[config.mk]
export PLATFORM = sky130hd
export DESIGN_NAME = decode_stage_flat
export DESIGN_NICKNAME = d
export VERILOG_FILES = /design/src/rtl/decode_stage_if.sv /design/src/rtl/decode_stage.sv /design/src/flat_wrapper.sv
export SDC_FILE = /design/constraint.sdc
export NUM_CORES = 1
export LEC_CHECK = 0
export CELL_PAD_IN_SITES_DETAIL_PLACEMENT = 0
export CELL_PAD_IN_SITES_GLOBAL_PLACEMENT = 1
export CORE_ASPECT_RATIO = 1.75
export CORE_UTILIZATION = 32
export DETAILED_ROUTE_END_ITERATION = 16
export PLACE_DENSITY = 0.95
export SLEW_MARGIN = 15
export SYNTH_ARGS = -nofsm -noshare
export SYNTH_HDL_FRONTEND = slang
export SYNTH_SLANG_ARGS = --single-unit
[constraint.sdc]
create_clock -name clk -period 4.6 [get_ports clk]
set_input_delay 0.46 -clock clk [delete_from_list [all_inputs] [get_ports clk]]
set_output_delay 0.46 -clock clk [all_outputs]
set_load 0.05 [all_outputs]
[src/rtl/decode_stage_if.sv]
// Fetch/decode/execute/write-back signal bundle for decode_stage.
// master = surrounding pipeline, slave = the decoder.
interface decode_stage_if #(
    parameter int DATA_W = 16,
    parameter int ADDR_W = 3,
    parameter int CNT_W  = 16
);
    logic              in_valid;
    logic [DATA_W-1:0] in_instr;
    logic              in_ready;
    logic              out_valid;
    logic              out_ready;
    logic [ADDR_W-1:0] rd0_addr;
    logic [ADDR_W-1:0] rd1_addr;
    logic [3:0]        alu_sel;
    logic              sel_mux;
    logic [DATA_W-1:0] imm;
    logic              wr_en;
    logic [ADDR_W-1:0] wr_addr;
    logic              is_branch;
    logic              illegal;
    logic              flush;
    logic              wb_valid;
    logic [ADDR_W-1:0] wb_addr;
    logic [CNT_W-1:0]  stall_cnt;
    logic [CNT_W-1:0]  issue_cnt;

    modport master (
        output in_valid, in_instr, out_ready, flush, wb_valid, wb_addr,
        input  in_ready, out_valid, rd0_addr, rd1_addr, alu_sel, sel_mux, imm,
               wr_en, wr_addr, is_branch, illegal, stall_cnt, issue_cnt
    );

    modport slave (
        input  in_valid, in_instr, out_ready, flush, wb_valid, wb_addr,
        output in_ready, out_valid, rd0_addr, rd1_addr, alu_sel, sel_mux, imm,
               wr_en, wr_addr, is_branch, illegal, stall_cnt, issue_cnt
    );
endinterface

[src/rtl/decode_stage.sv]
// Registered instruction decode with an 8-entry RAW-hazard scoreboard.
// Define DECODE_PERF_EN to build the saturating stall/issue counters.
module decode_stage #(
    parameter int DATA_W   = 16,
    parameter int ADDR_W   = 3,
    parameter int NUM_REGS = 8,
    parameter int CNT_W    = 16
) (
    input logic           clk,
    input logic           rst,
    decode_stage_if.slave bus
);
    logic [3:0]               op_p0;
    logic [ADDR_W-1:0]        rd_p0, rs1_p0, rs2_p0;
    logic [3:0]               alu_sel_p0;
    logic                     sel_mux_p0, wr_en_p0, is_branch_p0, illegal_p0;
    logic                     use_rs1_p0, use_rs2_p0;
    logic signed [DATA_W-1:0] imm_p0;

    logic                     vld_p1;
    logic [ADDR_W-1:0]        rd0_p1, rd1_p1, wr_addr_p1;
    logic [3:0]               alu_sel_p1;
    logic                     sel_mux_p1, wr_en_p1, is_branch_p1, illegal_p1;
    logic signed [DATA_W-1:0] imm_p1;

    logic [NUM_REGS-1:0]      sb, sb_eff, sb_next;
    logic                     hazard, accept;

    assign op_p0  = bus.in_instr[15:12];
    assign rd_p0  = bus.in_instr[11:9];
    assign rs1_p0 = bus.in_instr[8:6];
    assign rs2_p0 = bus.in_instr[5:3];
    assign imm_p0 = DATA_W'($signed(bus.in_instr[5:0]));

    always_comb begin
        alu_sel_p0   = op_p0;
        sel_mux_p0   = 1'b0;
        wr_en_p0     = 1'b0;
        is_branch_p0 = 1'b0;
        illegal_p0   = 1'b0;
        use_rs1_p0   = 1'b0;
        use_rs2_p0   = 1'b0;
        if (op_p0 <= 4'd8) begin
            is_branch_p0 = (op_p0 == 4'd6) || (op_p0 == 4'd7);
            wr_en_p0     = !is_branch_p0;
            // INV is single-operand through port 1; branches test rs1 only
            use_rs1_p0   = (op_p0 != 4'd1);
            use_rs2_p0   = !is_branch_p0;
        end else if (op_p0 == 4'd9) begin
            alu_sel_p0 = 4'd0;
            sel_mux_p0 = 1'b1;
            wr_en_p0   = 1'b1;
            use_rs1_p0 = 1'b1;
        end else begin
            alu_sel_p0 = 4'hF;
            illegal_p0 = 1'b1;
        end
    end

    // A retiring write-back releases its register in the same cycle it arrives
    assign sb_eff = bus.wb_valid ? (sb & ~(NUM_REGS'(1) << bus.wb_addr)) : sb;
    assign hazard = (use_rs1_p0 && sb_eff[rs1_p0]) || (use_rs2_p0 && sb_eff[rs2_p0]);

    assign bus.in_ready = !rst && !bus.flush && !hazard && (!vld_p1 || bus.out_ready);
    assign accept       = bus.in_valid && bus.in_ready;

    always_comb begin
        sb_next = sb_eff;
        if (bus.flush && vld_p1 && wr_en_p1) sb_next[wr_addr_p1] = 1'b0;
        if (accept && wr_en_p0)              sb_next[rd_p0]      = 1'b1;
    end

    // ---- stage p0 -> p1: decoded bundle register ----
    always_ff @(posedge clk) begin
        if (rst) begin
            vld_p1       <= 1'b0;
            sb           <= '0;
            rd0_p1       <= '0;
            rd1_p1       <= '0;
            wr_addr_p1   <= '0;
            alu_sel_p1   <= '0;
            sel_mux_p1   <= 1'b0;
            wr_en_p1     <= 1'b0;
            is_branch_p1 <= 1'b0;
            illegal_p1   <= 1'b0;
            imm_p1       <= '0;
        end else begin
            sb <= sb_next;
            if (accept) begin
                vld_p1       <= 1'b1;
                rd0_p1       <= rs1_p0;
                rd1_p1       <= rs2_p0;
                wr_addr_p1   <= rd_p0;
                alu_sel_p1   <= alu_sel_p0;
                sel_mux_p1   <= sel_mux_p0;
                wr_en_p1     <= wr_en_p0;
                is_branch_p1 <= is_branch_p0;
                illegal_p1   <= illegal_p0;
                imm_p1       <= imm_p0;
            end else if (bus.flush || bus.out_ready) begin
                vld_p1 <= 1'b0;
            end
        end
    end

    assign bus.out_valid = vld_p1;
    assign bus.rd0_addr  = rd0_p1;
    assign bus.rd1_addr  = rd1_p1;
    assign bus.wr_addr   = wr_addr_p1;
    assign bus.alu_sel   = alu_sel_p1;
    assign bus.sel_mux   = sel_mux_p1;
    assign bus.wr_en     = wr_en_p1;
    assign bus.is_branch = is_branch_p1;
    assign bus.illegal   = illegal_p1;
    assign bus.imm       = imm_p1;

`ifdef DECODE_PERF_EN
    logic [CNT_W-1:0] stall_q, issue_q;

    function automatic logic [CNT_W-1:0] sat_inc(input logic [CNT_W-1:0] v);
        return (&v) ? v : v + 1'b1;
    endfunction

    always_ff @(posedge clk) begin
        if (rst) begin
            stall_q <= '0;
            issue_q <= '0;
        end else begin
            if (bus.in_valid && hazard && !bus.flush) stall_q <= sat_inc(stall_q);
            if (vld_p1 && bus.out_ready)              issue_q <= sat_inc(issue_q);
        end
    end

    assign bus.stall_cnt = stall_q;
    assign bus.issue_cnt = issue_q;
`else
    assign bus.stall_cnt = {CNT_W{1'b0}};
    assign bus.issue_cnt = {CNT_W{1'b0}};
`endif
endmodule

[src/flat_wrapper.sv]
// flat-port wrapper written by rule: the top's interface ports become plain ports
module decode_stage_flat 
#(
    parameter int DATA_W   = 16,
    parameter int ADDR_W   = 3,
    parameter int NUM_REGS = 8,
    parameter int CNT_W    = 16
)
  (clk, rst, bus_in_valid, bus_in_instr, bus_out_ready, bus_flush, bus_wb_valid, bus_wb_addr, bus_in_ready, bus_out_valid, bus_rd0_addr, bus_rd1_addr, bus_alu_sel, bus_sel_mux, bus_imm, bus_wr_en, bus_wr_addr, bus_is_branch, bus_illegal, bus_stall_cnt, bus_issue_cnt);
  decode_stage_if #(.DATA_W(DATA_W), .ADDR_W(ADDR_W), .CNT_W(CNT_W)) bus_i ();
  input logic clk;
  input logic rst;
  input wire logic [$bits(bus_i.in_valid)-1:0] bus_in_valid;
  input wire logic [$bits(bus_i.in_instr)-1:0] bus_in_instr;
  input wire logic [$bits(bus_i.out_ready)-1:0] bus_out_ready;
  input wire logic [$bits(bus_i.flush)-1:0] bus_flush;
  input wire logic [$bits(bus_i.wb_valid)-1:0] bus_wb_valid;
  input wire logic [$bits(bus_i.wb_addr)-1:0] bus_wb_addr;
  output wire logic [$bits(bus_i.in_ready)-1:0] bus_in_ready;
  output wire logic [$bits(bus_i.out_valid)-1:0] bus_out_valid;
  output wire logic [$bits(bus_i.rd0_addr)-1:0] bus_rd0_addr;
  output wire logic [$bits(bus_i.rd1_addr)-1:0] bus_rd1_addr;
  output wire logic [$bits(bus_i.alu_sel)-1:0] bus_alu_sel;
  output wire logic [$bits(bus_i.sel_mux)-1:0] bus_sel_mux;
  output wire logic [$bits(bus_i.imm)-1:0] bus_imm;
  output wire logic [$bits(bus_i.wr_en)-1:0] bus_wr_en;
  output wire logic [$bits(bus_i.wr_addr)-1:0] bus_wr_addr;
  output wire logic [$bits(bus_i.is_branch)-1:0] bus_is_branch;
  output wire logic [$bits(bus_i.illegal)-1:0] bus_illegal;
  output wire logic [$bits(bus_i.stall_cnt)-1:0] bus_stall_cnt;
  output wire logic [$bits(bus_i.issue_cnt)-1:0] bus_issue_cnt;
  assign bus_i.in_valid = bus_in_valid;
  assign bus_i.in_instr = bus_in_instr;
  assign bus_i.out_ready = bus_out_ready;
  assign bus_i.flush = bus_flush;
  assign bus_i.wb_valid = bus_wb_valid;
  assign bus_i.wb_addr = bus_wb_addr;
  assign bus_in_ready = bus_i.in_ready;
  assign bus_out_valid = bus_i.out_valid;
  assign bus_rd0_addr = bus_i.rd0_addr;
  assign bus_rd1_addr = bus_i.rd1_addr;
  assign bus_alu_sel = bus_i.alu_sel;
  assign bus_sel_mux = bus_i.sel_mux;
  assign bus_imm = bus_i.imm;
  assign bus_wr_en = bus_i.wr_en;
  assign bus_wr_addr = bus_i.wr_addr;
  assign bus_is_branch = bus_i.is_branch;
  assign bus_illegal = bus_i.illegal;
  assign bus_stall_cnt = bus_i.stall_cnt;
  assign bus_issue_cnt = bus_i.issue_cnt;
  decode_stage #(.DATA_W(DATA_W), .ADDR_W(ADDR_W), .NUM_REGS(NUM_REGS), .CNT_W(CNT_W)) u_core (.clk(clk), .rst(rst), .bus(bus_i));
endmodule
# After elaboration in Yosys (flattened, before gate mapping)
# Cells that the tools add are included.
[op_classes]
n_addsub = 0
multipliers = 0
n_div = 0
magnitude_cmp = 7
n_eq_ne = 4
n_shift = 1
n_mux = 23
n_bitwise = 5
reduce_logical = 21
[ops]
columns = ["operator", "n"]
rows = [
  ["two-way mux 8 bit", 3],
  ["bitwise AND 8 bit", 2],
  ["< comparator 3 x 4 -> 1 bit, second input constant", 4],
  ["inverter 8 bit", 2],
  ["two-way mux 1 bit", 14],
  ["logical AND 1 bit", 11],
  ["equality test 4 x 3 -> 1 bit, second input constant", 2],
  ["two-way mux 4 bit", 2],
  ["bitwise OR 8 bit", 1],
  ["left shift 1 x 3 -> 8 bit, first input constant", 1],
  ["binary-select mux 1 bit (select 3 bit)", 2],
  ["demux 1 bit (select 3 bit)", 2],
  ["greater-or-equal comparator 3 x 1 -> 1 bit, second input constant", 2],
  ["zero test 1 bit", 5],
  ["equality test 4 bit, second input constant", 1],
  ["<= comparator 4 bit, second input constant", 1],
  ["logical OR 1 bit", 4],
  ["!= test 4 x 1 -> 1 bit, second input constant", 1],
  ["nonzero test 2 bit", 1],
]
[totals]
regBits = 32
latchBits = 0
ram_bits = 0
mem_bits_ro = 0
in_bits = 25
output_inout_bits = 67
word_cells = 72
n_memories = 0

# Depth between registers and ports, before layout
# Gate-level depths: netlist (run 1).
[logic_depth]
depth_word = 14
mapped_depth = 9
mapped_depth_nobuf = 6

# Worst setup path before layout (run 1)
# Ideal clock, no wire load.
[synth_timing]
path_kind = "input to output"
startpoint = "input bus_in_instr[15]"
endpoint = "output bus_in_ready"
arrival_time_ns = 2.046
required_ns = 4.140
setup_slack_ns = 2.094
cell_stages = 7
n_path_buf = 2
cell_sequence = "clkbuf_1 -> o21a_1 -> nor2_1 -> o22ai_1 -> o31ai_1 -> clkbuf_1 -> nor2_1"
[synth_between]
elab_chain_cells = 9
elab_cells_between_ends = 16
cone_classes = "order compare: 1; eq/ne: 4; mux: 3; reduce/logical: 8"
[synth_rtl]
columns = ["item", "line", "text"]
rows = [
  ["start, declared", "flat_wrapper.sv:14", "input wire logic [$bits(bus_i.in_instr)-1:0] bus_in_instr;"],
  ["parallel branches: the longest is 5 deep, another holds <= comparator 4 bit", "n/a", ""],
  ["logical OR 1 bit (*)", "decode_stage.sv:62", "assign hazard = (use_rs1_p0 && sb_eff[rs1_p0]) || (use_rs2_p0 && sb_eff[rs2_p0]);"],
  ["zero test 1 bit (*)", "decode_stage.sv:64", "assign bus.in_ready = !rst && !bus.flush && !hazard && (!vld_p1 || bus.out_ready);"],
  ["logical AND 1 bit (*) (2 in series)", "decode_stage.sv:64", ""],
  ["end, declared", "flat_wrapper.sv:19", "output wire logic [$bits(bus_i.in_ready)-1:0] bus_in_ready;"],
]
# Every way passes the cells marked *.

# Final worst setup path (run 1)
[layout_timing]
startpoint = "input bus_wb_addr[1]"
endpoint = "output bus_in_ready"
[layout_between]
elab_chain_cells = 11
elab_cells_between_ends = 14
cone_classes = "shift: 1; mux: 5; bitwise: 2; reduce/logical: 6"
[layout_rtl]
columns = ["item", "line", "text"]
rows = [
  ["start, declared", "flat_wrapper.sv:18", "input wire logic [$bits(bus_i.wb_addr)-1:0] bus_wb_addr;"],
  ["left shift 1 x 3 -> 8 bit (*)", "decode_stage.sv:61", "assign sb_eff = bus.wb_valid ? (sb & ~(NUM_REGS'(1) << bus.wb_addr)) : sb;"],
  ["inverter 8 bit (*)", "decode_stage.sv:61", ""],
  ["bitwise AND 8 bit (*)", "decode_stage.sv:61", ""],
  ["two-way mux 8 bit (*)", "decode_stage.sv:61", ""],
  ["binary-select mux 1 bit (select 3 bit)", "decode_stage.sv:62", ""],
  ["two-way mux 1 bit (not written as such)", "decode_stage.sv:62", ""],
  ["logical AND 1 bit", "decode_stage.sv:62", ""],
  ["logical OR 1 bit (*)", "decode_stage.sv:62", ""],
  ["zero test 1 bit (*)", "decode_stage.sv:64", ""],
  ["logical AND 1 bit (*) (2 in series)", "decode_stage.sv:64", ""],
]
# Mark *: on every way between the ends. The rest lies on a longest branch, timed or not. The select of a mux whose other input is x is not followed.

==> results.sh, run 1 <==
export IMPL_hold_violations=0
export IMPL_crit_start="bus_wb_addr[1]"
export IMPL_drv_slew=0
export IMPL_clk_pin_slew_worst_paths_ns=0.07
export IMPL_grt_overflow_total=0
export IMPL_cts_max_path_buffers=2
export IMPL_r2r_cells=5
export IMPL_fin_util_pct=41.9
export IMPL_dp_hpwl_um=3940
export IMPL_vdd_drop_max_mv=0.124
export IMPL_num_vias=1887
export IMPL_rsz0062_at_grt="no"
export IMPL_io_pins=92
export IMPL_max_cap_viol_count=0
export IMPL_busiest_layer="met2"
export IMPL_cts_setup_buffers=0
export IMPL_coreArea_um2=5970
export IMPL_ys_warn_count=0
export IMPL_cp_arrival_ns=3.03
export IMPL_cts_num_sinks=29
export IMPL_start_util_pct=33.7
export IMPL_wirelength_um=5160
export IMPL_synthFlopType="dfxtp_1"
export IMPL_use_met3_pct=3.02
export IMPL_drt_iter0_drc=67
export IMPL_via_per_inst=5.16
export IMPL_die_area_um2=6630
export IMPL_finClkSkew_ns=0.0102
export IMPL_ctsResizeCount=0
export IMPL_power_density_nw_per_um2=267
export IMPL_crit_end="bus_in_ready"
export IMPL_synth_edf_count=0
export IMPL_synth_area_um2=2010
export IMPL_drt_first_pass_iters=4
export IMPL_drc=0
export IMPL_period_minus_slack_ns=3.49
export IMPL_synthesis_instances=247
export IMPL_min_path_type="reg -> reg"
export IMPL_worst_pin_slew_ns=0.718
export IMPL_drive_above_1_share_pct=7.29
export IMPL_rrSetupSlack_ns=2.37
export IMPL_critPathCaptureType="output port"
export IMPL_io_buffers=59
export IMPL_syn_avg_cell_area_um2=8.16
export IMPL_syn_to_final_growth_pct=24.2
export IMPL_grt_max_degree=33
export IMPL_async_reset_ff_share_pct=0
export IMPL_htree_num_levels=2
export IMPL_fin_nets=312
export IMPL_hold_buffers=0
export IMPL_die_y_um=107
export IMPL_cts_root_buf="clkbuf_8"
export IMPL_worstSkewPairLatency_ns=0.29
export IMPL_fin_setup_tns_ns=0
export IMPL_p_leak_nw=0.866
export IMPL_rows=37
export IMPL_cts_tree="done"
export IMPL_antenna_found_initial=0
export IMPL_n_antenna_cell=0
export IMPL_avgRoutedWirePerCell_um=14.1
export IMPL_crit_required_ns=4.14
export IMPL_die_x_um=62.0
export IMPL_startpoint_type="input port"
export IMPL_status="finished clean"
export IMPL_post_route_period_util_pct=75.9
export IMPL_grt_pass1_wl_um=8070
export IMPL_globalRouteTotalUtil_pct=16.5
export IMPL_worstReg2RegStart="u_core.bus.out_valid"
export IMPL_grtUsageMet2_pct=29.1
export IMPL_relSlewSlack_pct=52.1
export IMPL_rr_endpoint="u_core.sb[3]"
export IMPL_ys_types=45
export IMPL_ant_nets=0
export IMPL_gp_congestion=0.854
export IMPL_fmax_ghz=0.286
export IMPL_ys_seq_area_share_pct=28.8
export IMPL_synth_seq_cells=29
export IMPL_final_setup_viol_count=0
export IMPL_worst_setup_path_type="in -> out"
export IMPL_path_max_fanout=20
export IMPL_numCtsBuffers=5
export IMPL_grtUsageMet1_pct=17.1
export IMPL_grt_pass1_vias=1732
## critical path: stages
cell and delay, ns:
clkdlybuf4s50_1 0.63, and4b_1 0.28, o32ai_1 0.25, o22ai_1 0.17, o31ai_2 0.23, buf_4 0.26
nor2_1 0.07, clkdlybuf4s50_1 0.69
## power by group
part / internal, mW / switching, mW / leakage, nW
registers: 0.258 / 0.00601 / 0.235
logic: 0.0534 / 0.148 / 0.587
clock network: 0.104 / 0.0972 / 0.0450
total: 0.416 / 0.251 / 0.866
## how the worst min path moves through the flow
| stage | slack [ns] | cells after the start | end | start |
|---|---|---|---|---|
| 2_1_floorplan | 0.56 | 3 | u_core.sb[5] | u_core.sb[5] |
| 3_3_place_gp | 0.47 | 2 | u_core.bus.rd0_addr[1] | u_core.bus.rd0_addr[1] |
| 3_5_place_dp | 0.47 | 2 | u_core.bus.rd0_addr[1] | u_core.bus.rd0_addr[1] |
| 4_1_cts | 0.49 | 2 | u_core.bus.rd0_addr[1] | u_core.bus.rd0_addr[1] |
| 5_1_grt | 0.51 | 2 | u_core.bus.rd0_addr[1] | u_core.bus.rd0_addr[1] |
| 6_report | 0.48 | 2 | u_core.bus.rd0_addr[1] | u_core.bus.rd0_addr[1] |
## routing by layer
metal / wire, um / vias up / part of all wire, %
li1: - / 903 / -
met1: 1950 / 895 / 38
met2: 2830 / 78 / 55
met3: 237 / 11 / 4.6
met4: 138 / 0 / 2.7
met5: 0 / - / 0
## cells in the final DEF (no fill, tap or decap), types with 4 or more instances in the layout
| cell | count |
|---|---|
| clkdlybuf4s50_1 | 59 |
| nor3b_1 | 5 |
| nand3_1 | 15 |
| clkbuf_8 | 5 |
| inv_1 | 4 |
| nor2_1 | 7 |
| o41ai_1 | 4 |
| nand2b_1 | 7 |
| o21ai_1 | 7 |
| a21oi_1 | 20 |
| nand2_1 | 16 |
| conb_1 | 32 |
| o221ai_1 | 4 |
| o21ai_0 | 19 |
| nor2b_1 | 6 |
| dfxtp_1 | 29 |
## cell type report
class                           count  area [um2]
Multi-Input combinational cell    186        1120
Timing Repair Buffer               61         606
Clock inverter                      2        10.0
Inverter                            4        15.0
Sequential cell                    29         581
Fill cell                         618        3470
Clock buffer                        6        72.6
Tap cell                           78        97.6
## synthesized netlist by cell type (4+ instances only)
library cell	instances	area, um2
a21oi_1	20	100
buf_4	46	345
clkbuf_1	5	18.8
dfxtp_1	29	581
inv_1	4	15.0
nand2_1	16	60.1
nand2b_1	7	43.8
nand3_1	15	75.1
nor2_1	7	26.3
nor2b_1	6	37.5
nor3b_1	5	37.5
o21ai_0	19	95.1
o21ai_1	7	35.0
o221ai_1	4	35.0
o41ai_1	4	35.0
## flip-flops by register name (all words and copies together) (netlist names)
signal,flops
u_core.sb,8
u_core.bus.imm,6
u_core.bus.alu_sel,4
u_core.bus.rd0_addr,3
u_core.bus.wr_addr,3
u_core.bus.illegal,1
u_core.bus.is_branch,1
u_core.bus.out_valid,1
u_core.bus.sel_mux,1
u_core.bus.wr_en,1
## stage by stage
step / worst slack (ns) / total power, mW / instances / area, um2 / hold WS, ns
2_1_floorplan: 2.09 / 0.438 / 278 / 2130 / 0.557
6_report: 1.11 / 0.667 / 366 / 2500 / 0.484
3_3_place_gp: 1.18 / 0.469 / 358 / 2420 / 0.474
3_5_place_dp: 1.09 / 0.470 / 358 / 2420 / 0.474
5_1_grt: 0.895 / 0.689 / 366 / 2500 / 0.508
4_1_cts: 1.08 / 0.671 / 366 / 2500 / 0.485
## cell families (layout without fill, tap and decap cells)
kind of cell / count (synthesis) / after routing / share of synthesized area, %
flip-flops: 29 / 29 / 28.8
other: 1 / 32 / 0.186
AO/OA/AOI/OAI: 73 / 73 / 24.3
buffers and inverters: 63 / 73 / 21.6
AND/OR/NAND/NOR: 81 / 81 / 25.1
Power figures use the tool's default switching activity.
==> run 2, diff against run 1 <==
Settings changed: CORE_UTILIZATION 32 to 29, PLACE_DENSITY 0.95 to 0.9.
Clock period 4.6 ns to 3.25 ns, I/O delays scaled along.
==> run 2 against run 1 <==
Effect of this change:
- cell area is 3.7% higher
- combinational power is 45% higher
- global-route usage down 1.2 points
- cell count grew 1.9%
- power is 67% higher
- clock-buffer cell count is 1 higher
- die area rose by 10%
- utilization shrank 2.8 points
- critical path type unchanged
- largest cell class unchanged
==> results.sh, run 2 (same netlist as run 1, synthesis figures left out) <==
export IMPL_whs_ns=0.479
export IMPL_post_route_period_util_pct=85.2
export IMPL_power_density_nw_per_um2=429
export IMPL_syn_to_final_growth_pct=28.8
export IMPL_cts_root_buf="clkbuf_16"
export IMPL_wirelength_um=5570
export IMPL_relSlewSlack_pct=66.2
export IMPL_switching_share_pct=33.1
export IMPL_drive_above_1_share_pct=8.59
export IMPL_vdd_drop_max_mv=0.194
export IMPL_max_cap_viol_count=0
export IMPL_die_area_um2=7300
export IMPL_p_int_uw=745
export IMPL_coreArea_um2=6640
export IMPL_cp_arrival_ns=2.44
export IMPL_comb_power_share_pct=26.3
export IMPL_start_util_pct=30.4
export IMPL_rows=39
export IMPL_path_max_fanout=20
export IMPL_finClkSkew_ns=0.00236
export IMPL_startpoint_type="input port"
export IMPL_die_y_um=112
export IMPL_cts_setup_buffers=0
export IMPL_dp_hpwl_um=4180
export IMPL_ctsResizeCount=0
export IMPL_avgRoutedWirePerCell_um=14.9
export IMPL_cts_num_sinks=29
export IMPL_drc=0
export IMPL_fin_nets=316
export IMPL_power_frac_seq_pct=33.7
export IMPL_numCtsBuffers=5
export IMPL_cts_max_path_buffers=2
export IMPL_crit_required_ns=2.92
export IMPL_pre_cts_slack_ns=0.531
export IMPL_largest_reg_flops=8
export IMPL_n_antenna_cell=0
export IMPL_final_setup_viol_count=0
export IMPL_io_pins=92
export IMPL_period_minus_slack_ns=2.77
export IMPL_die_x_um=65
export IMPL_num_vias=1909
export IMPL_htree_num_levels=2
export IMPL_p_clk_share_pct=40.1
export IMPL_largest_register="u_core.sb"
export IMPL_fin_ws_ns=0.481
export IMPL_status="finished clean"
export IMPL_clk_pin_slew_worst_paths_ns=0.05
export IMPL_drt_iter0_drc=117
export IMPL_globalRouteTotalUtil_pct=15.3
export IMPL_p_sw_uw=368
export IMPL_antenna_found_initial=0
export IMPL_fin_util_pct=39.1
export IMPL_critPathCaptureType="output port"
export IMPL_hold_buffers=0
export IMPL_worst_setup_path_type="in -> out"
export IMPL_grt_overflow_total=0
export IMPL_p_leak_nw=0.913
export IMPL_total_power_mw=1.11
export IMPL_fin_setup_tns_ns=0
export IMPL_grt_pass1_vias=1803
export IMPL_min_path_type="reg -> reg"
export IMPL_ant_nets=0
export IMPL_hold_violations=0
export IMPL_cts_tree="done"
export IMPL_io_buffers=59
export IMPL_worst_pin_slew_ns=0.506
export IMPL_rsz0062_at_grt="no"
export IMPL_gp_congestion=0.862
export IMPL_most_common_layout_cells="clkdlybuf4s50_1, conb_1, dfxtp_1"
export IMPL_drv_slew=0
export IMPL_layout_commonest_cell="clkdlybuf4s50_1"
export IMPL_grt_max_degree=32
export IMPL_fmax_ghz=0.361
export IMPL_grt_pass1_wl_um=8490
export IMPL_via_per_inst=5.12
export IMPL_worstSkewPairLatency_ns=0.27
export IMPL_drt_first_pass_iters=4
-- run 2: cell types whose count changed in the layout (fill, tap and decap cells not counted) --
cell             change
clkbuf_8             -4
clkbuf_16            +5
clkinv_2             -2
buf_4                +5
clkdlybuf4s50_1      -1
-- run 2: power by group through the flow --
stage / logic (mW) / registers (mW) / clock network [mW]
floorplan: 0.212 / 0.408 / 0
global placement: 0.289 / 0.381 / 0
detailed placement: 0.290 / 0.381 / 0
CTS: 0.291 / 0.375 / 0.455
global route: 0.307 / 0.375 / 0.466
finish: 0.292 / 0.375 / 0.446
-- run 2: metrics by stage --
| step | instances | instance area (um2) |
|---|---|---|
| 2_1_floorplan | 278 | 2130 |
| 3_3_place_gp | 366 | 2450 |
| 3_5_place_dp | 366 | 2450 |
| 4_1_cts | 373 | 2590 |
| 5_1_grt | 373 | 2590 |
| 6_report | 373 | 2590 |
-- run 2: critical path, cell delays in order --
cell	delay, ns
clkdlybuf4s50_1	0.64
and4b_1	0.28
o32ai_1	0.26
o22ai_1	0.17
o31ai_2	0.24
buf_4	0.26
nor2_1	0.07
buf_4	0.19
-- run 2: area by class of cell --
cell class              count  area [um2]
well taps                  82         103
inverters                   4        15.0
clock buffers               7         143
multi-input cells         186        1120
repair buffers             65         633
fillers                   697        4040
flip-flops and latches     29         581
-- run 2: final timing paths --
check	slack (ns)	start	to	depth (start not counted)
setup / recovery	0.48	bus_wb_addr[1]	bus_in_ready	8
hold / removal	0.48	u_core.bus.imm[0]	u_core.bus.imm[0]	2
setup reg to reg	1.32	u_core.bus.out_valid	u_core.sb[5]	5
hold reg to reg	0.48	u_core.bus.imm[0]	u_core.bus.imm[0]	2
-- run 2: layer usage --
layer | wire length, um | share of wire (%) | vias to the layer above | track usage (%)
met5 | 0 | 0 | - | 0
met4 | 267 | 4.8 | 0 | 11.0
met3 | 291 | 5.2 | 17 | 2.85
met2 | 3020 | 54 | 86 | 27.6
met1 | 1990 | 36 | 897 | 15.1
li1 | - | - | 909 | -
==> run 3, diff against run 2 <==
Settings changed: HOLD_SLACK_MARGIN from default to 0.15.
==> results of run 3 <==
Same layout as run 2: the final DEF is identical, and so are final timing and power.
